## config.mk

```make
export PLATFORM = sky130hd
export DESIGN_NAME = rxuart
export DESIGN_NICKNAME = d
export VERILOG_FILES = /design/src/rtl/rxuart.sv
export SDC_FILE = /design/constraint.sdc
export NUM_CORES = 1
export LEC_CHECK = 0
export ABC_CLOCK_PERIOD_IN_PS = 7700
export CAP_MARGIN = 20
export CORE_ASPECT_RATIO = 0.5
export CORE_MARGIN = 4
export CORE_UTILIZATION = 63
export DETAILED_ROUTE_END_ITERATION = 8
export GPL_TIMING_DRIVEN = 0
export MAX_ROUTING_LAYER = met4
export PLACE_DENSITY = 0.84
export SYNTH_ARGS = -nofsm -noshare
export SYNTH_HDL_FRONTEND = slang
export SYNTH_SLANG_ARGS = --single-unit
export TNS_END_PERCENT = 30
```

## constraint.sdc

```tcl
create_clock -name i_clk -period 7.7 [get_ports i_clk]
set_input_delay 0.77 -clock i_clk [delete_from_list [all_inputs] [get_ports i_clk]]
set_output_delay 0.77 -clock i_clk [all_outputs]
set_load 0.005 [all_outputs]
```

## src/rtl/rxuart.sv

```systemverilog
// 8N1 UART receiver: two-flop synchronizer, half-bit start check, mid-bit data sampling.
// Emits one-cycle o_wr (good byte) or o_frame_err (stop bit low) strobes.
module rxuart #(
  parameter logic [23:0] CLOCKS_PER_BAUD = 24'd868
) (
  input  logic       i_clk,
  input  logic       i_reset_n,
  input  logic       i_uart_rx,
  output logic       o_wr,
  output logic [7:0] o_data,
  output logic       o_frame_err,
  output logic       o_busy
);
  localparam logic [23:0] HALF        = CLOCKS_PER_BAUD >> 1;
  localparam logic [23:0] HALF_RELOAD = HALF - 24'd1;
  localparam logic [23:0] FULL_RELOAD = CLOCKS_PER_BAUD - 24'd1;

  typedef enum logic [2:0] {IDLE, START, DATA, STOP, WAIT_HIGH} state_t;

  state_t      state, state_n;
  logic [1:0]  sync;
  logic        rx_s;
  logic [23:0] cnt, cnt_n;
  logic [2:0]  bits, bits_n;
  logic [7:0]  sreg, sreg_n, data_n;
  logic        wr_n, ferr_n, tick;

  assign rx_s   = sync[1];
  assign o_busy = (state != IDLE);
  assign tick   = (cnt == 24'd0) && (state inside {START, DATA, STOP});

  always_ff @(posedge i_clk or negedge i_reset_n) begin
    if (!i_reset_n) begin
      sync        <= 2'b11;
      state       <= IDLE;
      cnt         <= '0;
      bits        <= '0;
      sreg        <= '0;
      o_data      <= '0;
      o_wr        <= 1'b0;
      o_frame_err <= 1'b0;
    end else begin
      sync        <= {sync[0], i_uart_rx};
      state       <= state_n;
      cnt         <= cnt_n;
      bits        <= bits_n;
      sreg        <= sreg_n;
      o_data      <= data_n;
      o_wr        <= wr_n;
      o_frame_err <= ferr_n;
    end
  end

  always_comb begin
    state_n = state;
    cnt_n   = (cnt != 24'd0) ? cnt - 24'd1 : cnt;
    bits_n  = bits;
    sreg_n  = sreg;
    data_n  = o_data;
    wr_n    = 1'b0;
    ferr_n  = 1'b0;
    case (state)
      IDLE: if (!rx_s) begin
        state_n = START;
        cnt_n   = HALF_RELOAD;
      end
      START: if (tick) begin
        // A start bit that is high again at mid-bit is a glitch.
        if (!rx_s) begin
          state_n = DATA;
          bits_n  = 3'd0;
          cnt_n   = FULL_RELOAD;
        end else begin
          state_n = IDLE;
        end
      end
      DATA: if (tick) begin
        sreg_n = {rx_s, sreg[7:1]};
        bits_n = bits + 3'd1;
        cnt_n  = FULL_RELOAD;
        if (bits == 3'd7) state_n = STOP;
      end
      STOP: if (tick) begin
        if (rx_s) begin
          wr_n    = 1'b1;
          data_n  = sreg;
          state_n = IDLE;
        end else begin
          ferr_n  = 1'b1;
          state_n = WAIT_HIGH;
        end
      end
      WAIT_HIGH: if (rx_s) state_n = IDLE;
      default: state_n = IDLE;
    endcase
  end
endmodule
```

==> impl_metrics.csv, run 1 <==
group,metric,value,unit
logic_synthesis,synth_warnings,0,
critical_path,path_buf_inv,1,
layout,diodes,0,
layout,nNetsFinal,248,
critical_path,cpPeakStageDelay,0.75,ns
logic_synthesis,synth_edf_count,0,
power,p_leak,1.188,nW
floorplan,rows,15,
logic_synthesis,synth.top_cells.by_count,"48 x dfrtp_1, 18 x a21oi_1, 18 x mux2_2, 13 x nor2_1, 10 x nand2_1",
floorplan,coreArea,3547,um^2
critical_path,cpMaxStageDelayCell,"a21oi_1",
critical_path,cp_max_fo,10,
critical_path,cpMostUsedCell,"a21oi_1",
grt,grtUsageTotal,23.07,%
logic_synthesis,yosys.area_share.simple,20.91,%
power,p_total,0.4371,mW
placed_design,hpwlAfterDp,3433,um
routing,drtAntennaViolNets,0,
timing,slew-limit-headroom,42.11,%
power,vdd_drop_max,0.1147,mV
critical_path,arrival,3.54,ns
timing,timing.hold.ws,0.3134,ns
layout,seq_area,1254,um^2
layout,drive_above_1_share,17.77,%
timing,grt_setup_unrepaired,"false",
logic_synthesis,synthTopCellsByArea,"dfrtp_1 50%, mux2_2 8.4%, a21oi_1 3.8%",
timing,setup_viol,0,
critical_path,r2r-end,"cnt[3]",
timing,setup_tns,0,ns
clock_tree,cts.clk_slew.worst_paths,0.09,ns
clock_tree,clock_path_buffers,2,
logic_synthesis,synth_ff_type,"dfrtp_1",
timing,min_period_over_period,43.76,%
logic_synthesis,syn_nets,226,
layout,syn_to_final_growth,13.03,%
routing,drtPass1Iterations,4,
logic_synthesis,async_reset_ff_share,100.0,%
critical_path,worstRegToRegCells,6,
routing,drt_iter0_drc,109,
routing,wl_per_cell,16.86,um
routing,viasPerCell,6.331,
timing,maxSlewViolCount,0,
floorplan,start_util,67.65,%
timing,worst_pin_slew,0.8684,ns
timing,fmax,296.8,MHz
critical_path,cp_top_family,"simple AND/OR/NAND/NOR gates",
clock_tree,post_cts_resized,0,
logic_synthesis,synth_area_leader_cell,"dfrtp_1",
floorplan,dieArea,4921,um^2
timing,finClkSkew,0.003955,ns
timing,hold_violations,0,
grt,grt_pass1_wl,8452,um
clock_tree,clockRootBuffer,"clkbuf_8",
critical_path,critPathLaunchType,"flip-flop",
floorplan,die_h,51.64,um
critical_path,critical_path_class,"reg2reg",
floorplan,die_w,95.29,um
clock_tree,insertion_delay,0.31,ns
layout,multi_input_area,1091,um^2
job,drv_cap,0,
layout,nFillCells,225,
power,power_density,161.2,nW/um^2
placed_design,place_ws,4.385,ns
logic_synthesis,synth-xor-area-share,1.825,%
logic_synthesis,synthDistinctLibCells,42,
grt,gr-total-overflow,0,
critical_path,crit_chain,"or4_1 > nor4_1 > o2111ai_1 > a21oi_1 > clkbuf_1 > a21oi_1",
critical_path,rr_startpoint,"cnt[11]",
routing,dr_total_vias,1855,
timing,min_period,3.370,ns
floorplan,io_pins,14,
grt,grt_pass1_vias,1811,
clock_tree,cts_tree,"built",
logic_synthesis,netlist_instances,219,
logic_synthesis,synthAdderAreaFrac,2.086,%
clock_tree,cts.sinks,50,
logic_synthesis,synth.most_common_cell,"dfrtp_1",
routing,routed_wl,4939,um
hold_path,hp-class,"in2async",
clock_tree,cts_buffers,5,
grt,grt_max_degree,42,
timing,fin_ws,4.330,ns
routing,drc,0,
clock_tree,post_cts_buffers,0,
layout,final_util,76.47,%
logic_synthesis,synthMuxAreaShare,8.446,%
grt,antenna_found_initial,0,
critical_path,crit_start,"cnt[11]",
logic_synthesis,synth_compound_area_share,12.20,%
critical_path,cp-end-kind,"flip-flop",
clock_tree,htreeDepth,2,
logic_synthesis,synth_seq_cells,50,
critical_path,r2r_setup_slack,4.33,ns
logic_synthesis,synth_seq_area_share,52.24,%
logic_synthesis,synth_top_area_share,50.05,%
placed_design,gp_congestion,0.8777,
logic_synthesis,netlist_area,2400,um^2
outcome,outcome,"completed",
logic_synthesis,synth_top_family_by_area,"simple AND/OR/NAND/NOR gates",
logic_synthesis,syn_avg_cell_area,10.96,um^2
critical_path,required,7.87,ns
placed_design,io_buffer_count,13,
clock_tree,hold_buffers,0,
## sequential cells by signal (all words and copies together), names as in the netlist
signal	count
cnt	24
sreg	8
o_frame_err	1
bits	3
o_wr	1
o_data	8
state	3
sync	2
## layout make-up
| class | instances | area share (%) |
|---|---|---|
| Multi-Input combinational cell | 155 | 40.22 |
| Timing Repair Buffer | 15 | 5.535 |
| Clock inverter | 2 | 0.5996 |
| Clock buffer | 6 | 3.044 |
| Inverter | 3 | 0.4151 |
| Sequential cell | 50 | 46.22 |
| Buffer | 11 | 1.614 |
| Tap cell | 51 | 2.352 |
## cells in the final DEF (no fill, tap or decap), types with 4 or more instances in the layout
cell type	Yosys	layout
a21oi_1	18	18
clkbuf_1	9	9
clkbuf_8	0	6
clkdlybuf4s50_1	0	12
dfrtp_1	48	48
ha_1	4	4
mux2_2	18	18
nand2_1	10	10
nand2b_1	5	5
nand3_1	5	5
nor2_1	13	13
nor3_1	7	7
nor4_1	5	5
o21ai_0	6	6
o31ai_1	5	5
o41ai_1	4	4
or3_1	8	8
or4_1	7	7
or4b_1	4	4
xnor2_1	4	4
## stage by stage
step / area [um^2] / instances
5_1_grt: 2713 / 293
3_5_place_dp: 2609 / 284
6_report: 2713 / 293
3_3_place_gp: 2594 / 283
2_1_floorplan: 2400 / 219
4_1_cts: 2708 / 292
## cells by family after synthesis
family / count (synthesis)
AOI/OAI and AO/OA: 45
xor gates and xnor gates: 5
adders and majority gates: 4
buffers and inverters: 14
DFF: 50
muxes: 18
and+or+nand+nor: 83
## routing by layer
metal | GRT usage (%) | up-vias | wire length, um
met1 | 29.88 | 910 | 2181
met2 | 36.96 | 63 | 2397
met3 | 4.769 | 9 | 294
met5 | - | - | 0
met4 | 7.416 | 0 | 65
li1 | - | 873 | -
## power by group
| group | switching [mW] | total [mW] | internal (mW) |
|---|---|---|---|
| clock network | 0.0914 | 0.165 | 0.0741 |
| logic | 0.00626 | 0.00823 | 0.00197 |
| registers | 0.000149 | 0.263 | 0.263 |
| total | 0.0978 | 0.437 | 0.339 |
## worst max path at each step
stage | endpoint | slack [ns] | depth (start not counted)
5_1_grt | cnt[3] | 4.10 | 6
3_5_place_dp | cnt[11] | 4.39 | 6
4_1_cts | cnt[11] | 4.37 | 6
3_3_place_gp | cnt[11] | 4.42 | 6
6_report | cnt[3] | 4.33 | 6
2_1_floorplan | cnt[23] | 5.08 | 6
Note: power is estimated with default switching activity, not from simulation.
==> run 2: changes to the inputs <==
==> config.mk (replaced) <==
export PLATFORM = sky130hd
export DESIGN_NAME = rxuart
export DESIGN_NICKNAME = d
export VERILOG_FILES = /design/src/rtl/rxuart.sv
export SDC_FILE = /design/constraint.sdc
export NUM_CORES = 1
export LEC_CHECK = 0
export ABC_CLOCK_PERIOD_IN_PS = 2950
export CAP_MARGIN = 20
export CORE_ASPECT_RATIO = 0.5
export CORE_MARGIN = 4
export CORE_UTILIZATION = 53
export DETAILED_ROUTE_END_ITERATION = 8
export GPL_TIMING_DRIVEN = 0
export MAX_ROUTING_LAYER = met4
export PLACE_DENSITY = 0.75
export SYNTH_ARGS = -nofsm -noshare
export SYNTH_HDL_FRONTEND = slang
export SYNTH_SLANG_ARGS = --single-unit
export TNS_END_PERCENT = 30
==> constraint.sdc (replaced) <==
create_clock -name i_clk -period 2.95 [get_ports i_clk]
set_input_delay 0.295 -clock i_clk [delete_from_list [all_inputs] [get_ports i_clk]]
set_output_delay 0.295 -clock i_clk [all_outputs]
set_load 0.005 [all_outputs]
==> run 2 against run 1 <==
Against the previous run: die area is 17% higher; via count is 3.2% lower; sequential share of layout area is 0.94 points lower; non-clock buffer count stayed put; clock skew is 0.0055 ns higher; clock-buffer cell count is 1 lower; clock power grew to 3.0 times the previous value; critical path type unchanged.
==> impl_metrics.csv, run 2 (synthesized netlist as in run 1, its figures left out) <==
group,metric,value,unit
outcome,outcome,"completed",
job,drv_cap,0,
timing,hold_violations,0,
timing,worst_pin_slew,0.6472,ns
clock_tree,cts_tree,"built",
placed_design,dp.cells,287,
layout,drive_above_1_share,20.25,%
routing,viasPerCell,6.064,
timing,min_period_over_period,96.05,%
floorplan,io_pins,14,
floorplan,rows,16,
critical_path,critPathLaunchType,"flip-flop",
clock_tree,insertion_delay,0.31,ns
clock_tree,cts_buffers,5,
placed_design,hpwlAfterDp,3183,um
layout,top_register,"cnt",
layout,fin_cells,296,
layout,final_util,67.14,%
clock_tree,post_cts_buffers,0,
timing,min_period,2.833,ns
routing,drtAntennaViolNets,0,
layout,diodes,0,
critical_path,cp_max_fo,7,
placed_design,gp_congestion,0.8178,
floorplan,die_w,103.2,um
layout,layout_commonest_cell,"dfrtp_1",
clock_tree,cts.clk_slew.worst_paths,0.10,ns
critical_path,required,3.17,ns
layout,largest_register_ff_count,24,
hold_path,hp-class,"reg2reg",
power,p_leak,1.205,nW
grt,antenna_found_initial,0,
placed_design,place_ws,-0.3688,ns
clock_tree,clockRootBuffer,"clkbuf_8",
routing,drt_iter0_drc,81,
grt,grt_pass1_wl,8238,um
critical_path,cp-end-kind,"flip-flop",
timing,finClkSkew,0.009407,ns
timing,fmax,352.9,MHz
routing,routed_wl,4714,um
grt,grt_pass1_vias,1818,
routing,drtPass1Iterations,4,
clock_tree,htreeDepth,2,
power,power_density,437.9,nW/um^2
floorplan,start_util,58.19,%
critical_path,worstRegToRegCells,6,
floorplan,die_h,55.58,um
critical_path,arrival,3.06,ns
floorplan,dieArea,5734,um^2
layout,nFillCells,308,
clock_tree,cts.sinks,50,
grt,gr-total-overflow,0,
grt,grtUsageTotal,18.32,%
placed_design,io_buffer_count,13,
layout,layout_common_cells,"48 x dfrtp_1, 18 x mux2_2, 17 x a21oi_1",
hold_path,whs_path_depth,0,
grt,grt_max_degree,40,
timing,setup_viol,0,
timing,maxSlewViolCount,0,
timing,grt_setup_unrepaired,"true",
power,p_total,1.213,mW
timing,slew-limit-headroom,56.46,%
timing,fin_ws,0.1166,ns
routing,dr_total_vias,1795,
floorplan,coreArea,4124,um^2
routing,wl_per_cell,15.93,um
power,vdd_drop_max,0.3282,mV
layout,seq_area,1254,um^2
layout,nNetsFinal,248,
layout,syn_to_final_growth,15.38,%
layout,reg.largest.list,"cnt (24), o_data (8), sreg (8)",
clock_tree,clock_path_buffers,2,
critical_path,critical_path_class,"reg2reg",
routing,drc,0,
layout,multi_input_area,1117,um^2
run 2: cell types whose count changed in the layout (fill, tap and decap cells not counted), sizes merged:
cell         delta
dlygate4sd3     +1
bufinv          +1
clkbuf          -2
run 2: through the flow:
stage / hold WS, ns / setup TNS (ns) / area [um^2]
2_1_floorplan: -0.0005911 / 0 / 2400
3_3_place_gp: 0.3454 / -3.608 / 2597
3_5_place_dp: 0.1877 / -3.542 / 2613
4_1_cts: 0.3691 / 0 / 2755
5_1_grt: 0.3730 / -0.03441 / 2769
6_report: 0.3683 / 0 / 2769
run 2: timing repair:
item / CTS / global route
hold buffers: 1 / 0
pin swaps: 0 / 1
setup endpoints to repair: 11 / 25
endpoints found under the hold margin: 11 / 0
gates cloned: 0 / 0
gates resized for setup: 3 / 6
run 2: per-layer routing:
metal / routed length, um / GRT usage, % / up-vias
met3: 151 / 4.756 / 7
met5: 0 / - / -
li1: - / - / 871
met4: 38 / 4.244 / 0
met2: 2242 / 27.80 / 23
met1: 2282 / 24.80 / 894
run 2: path summary, 6_finish.rpt:
path	start	slack (ns)	endpoint
max	cnt[5]	0.12	cnt[23]
min reg2reg	sync[0]	0.37	sync[1]
min in group asynchronous	i_reset_n	0.39	o_data[7]
min	sync[0]	0.37	sync[1]
max in group asynchronous	i_reset_n	2.03	sync[1]
max reg2reg	cnt[5]	0.12	cnt[23]
run 2: critical path, stage by stage, from the launching register on:
cell and delay [ns]:
dfrtp_1 0.46, or3_4 0.44, or4b_1 0.52, buf_2 0.18, or4_4 0.50, or4b_1 0.48
a21oi_1 0.18
run 2: area by class of cell:
type                       count  area share, %
sequential                    50          45.28
multi-input combinational    155          40.35
timing repair buffer          15          5.603
clock buffer                   5          2.485
tap                           54          2.440
clock inverter                 3          1.762
buffer                        11          1.672
inverter                       3         0.4067
run 2: where the power goes:
group	total [mW]	switching [mW]	internal, mW
clock	0.503	0.244	0.258
sequential	0.688	0.000471	0.687
combinational	0.0220	0.0160	0.00600
total	1.21	0.261	0.952
==> run 3: changes to the inputs <==
--- a/config.mk
+++ b/config.mk
@@ -6,7 +6,6 @@
 export NUM_CORES = 1
 export LEC_CHECK = 0
 export ABC_CLOCK_PERIOD_IN_PS = 2950
-export CAP_MARGIN = 20
 export CORE_ASPECT_RATIO = 0.5
 export CORE_MARGIN = 4
 export CORE_UTILIZATION = 53
==> constraint.sdc (replaced) <==
create_clock -name i_clk -period 2.95 [get_ports i_clk]
set_input_delay 0.295 -clock i_clk [delete_from_list [all_inputs] [get_ports i_clk]]
set_output_delay 0.295 -clock i_clk [all_outputs]
set_load 0.1 [all_outputs]
==> results of run 3 <==
The final DEF is identical to that of run 2. Status: completed.
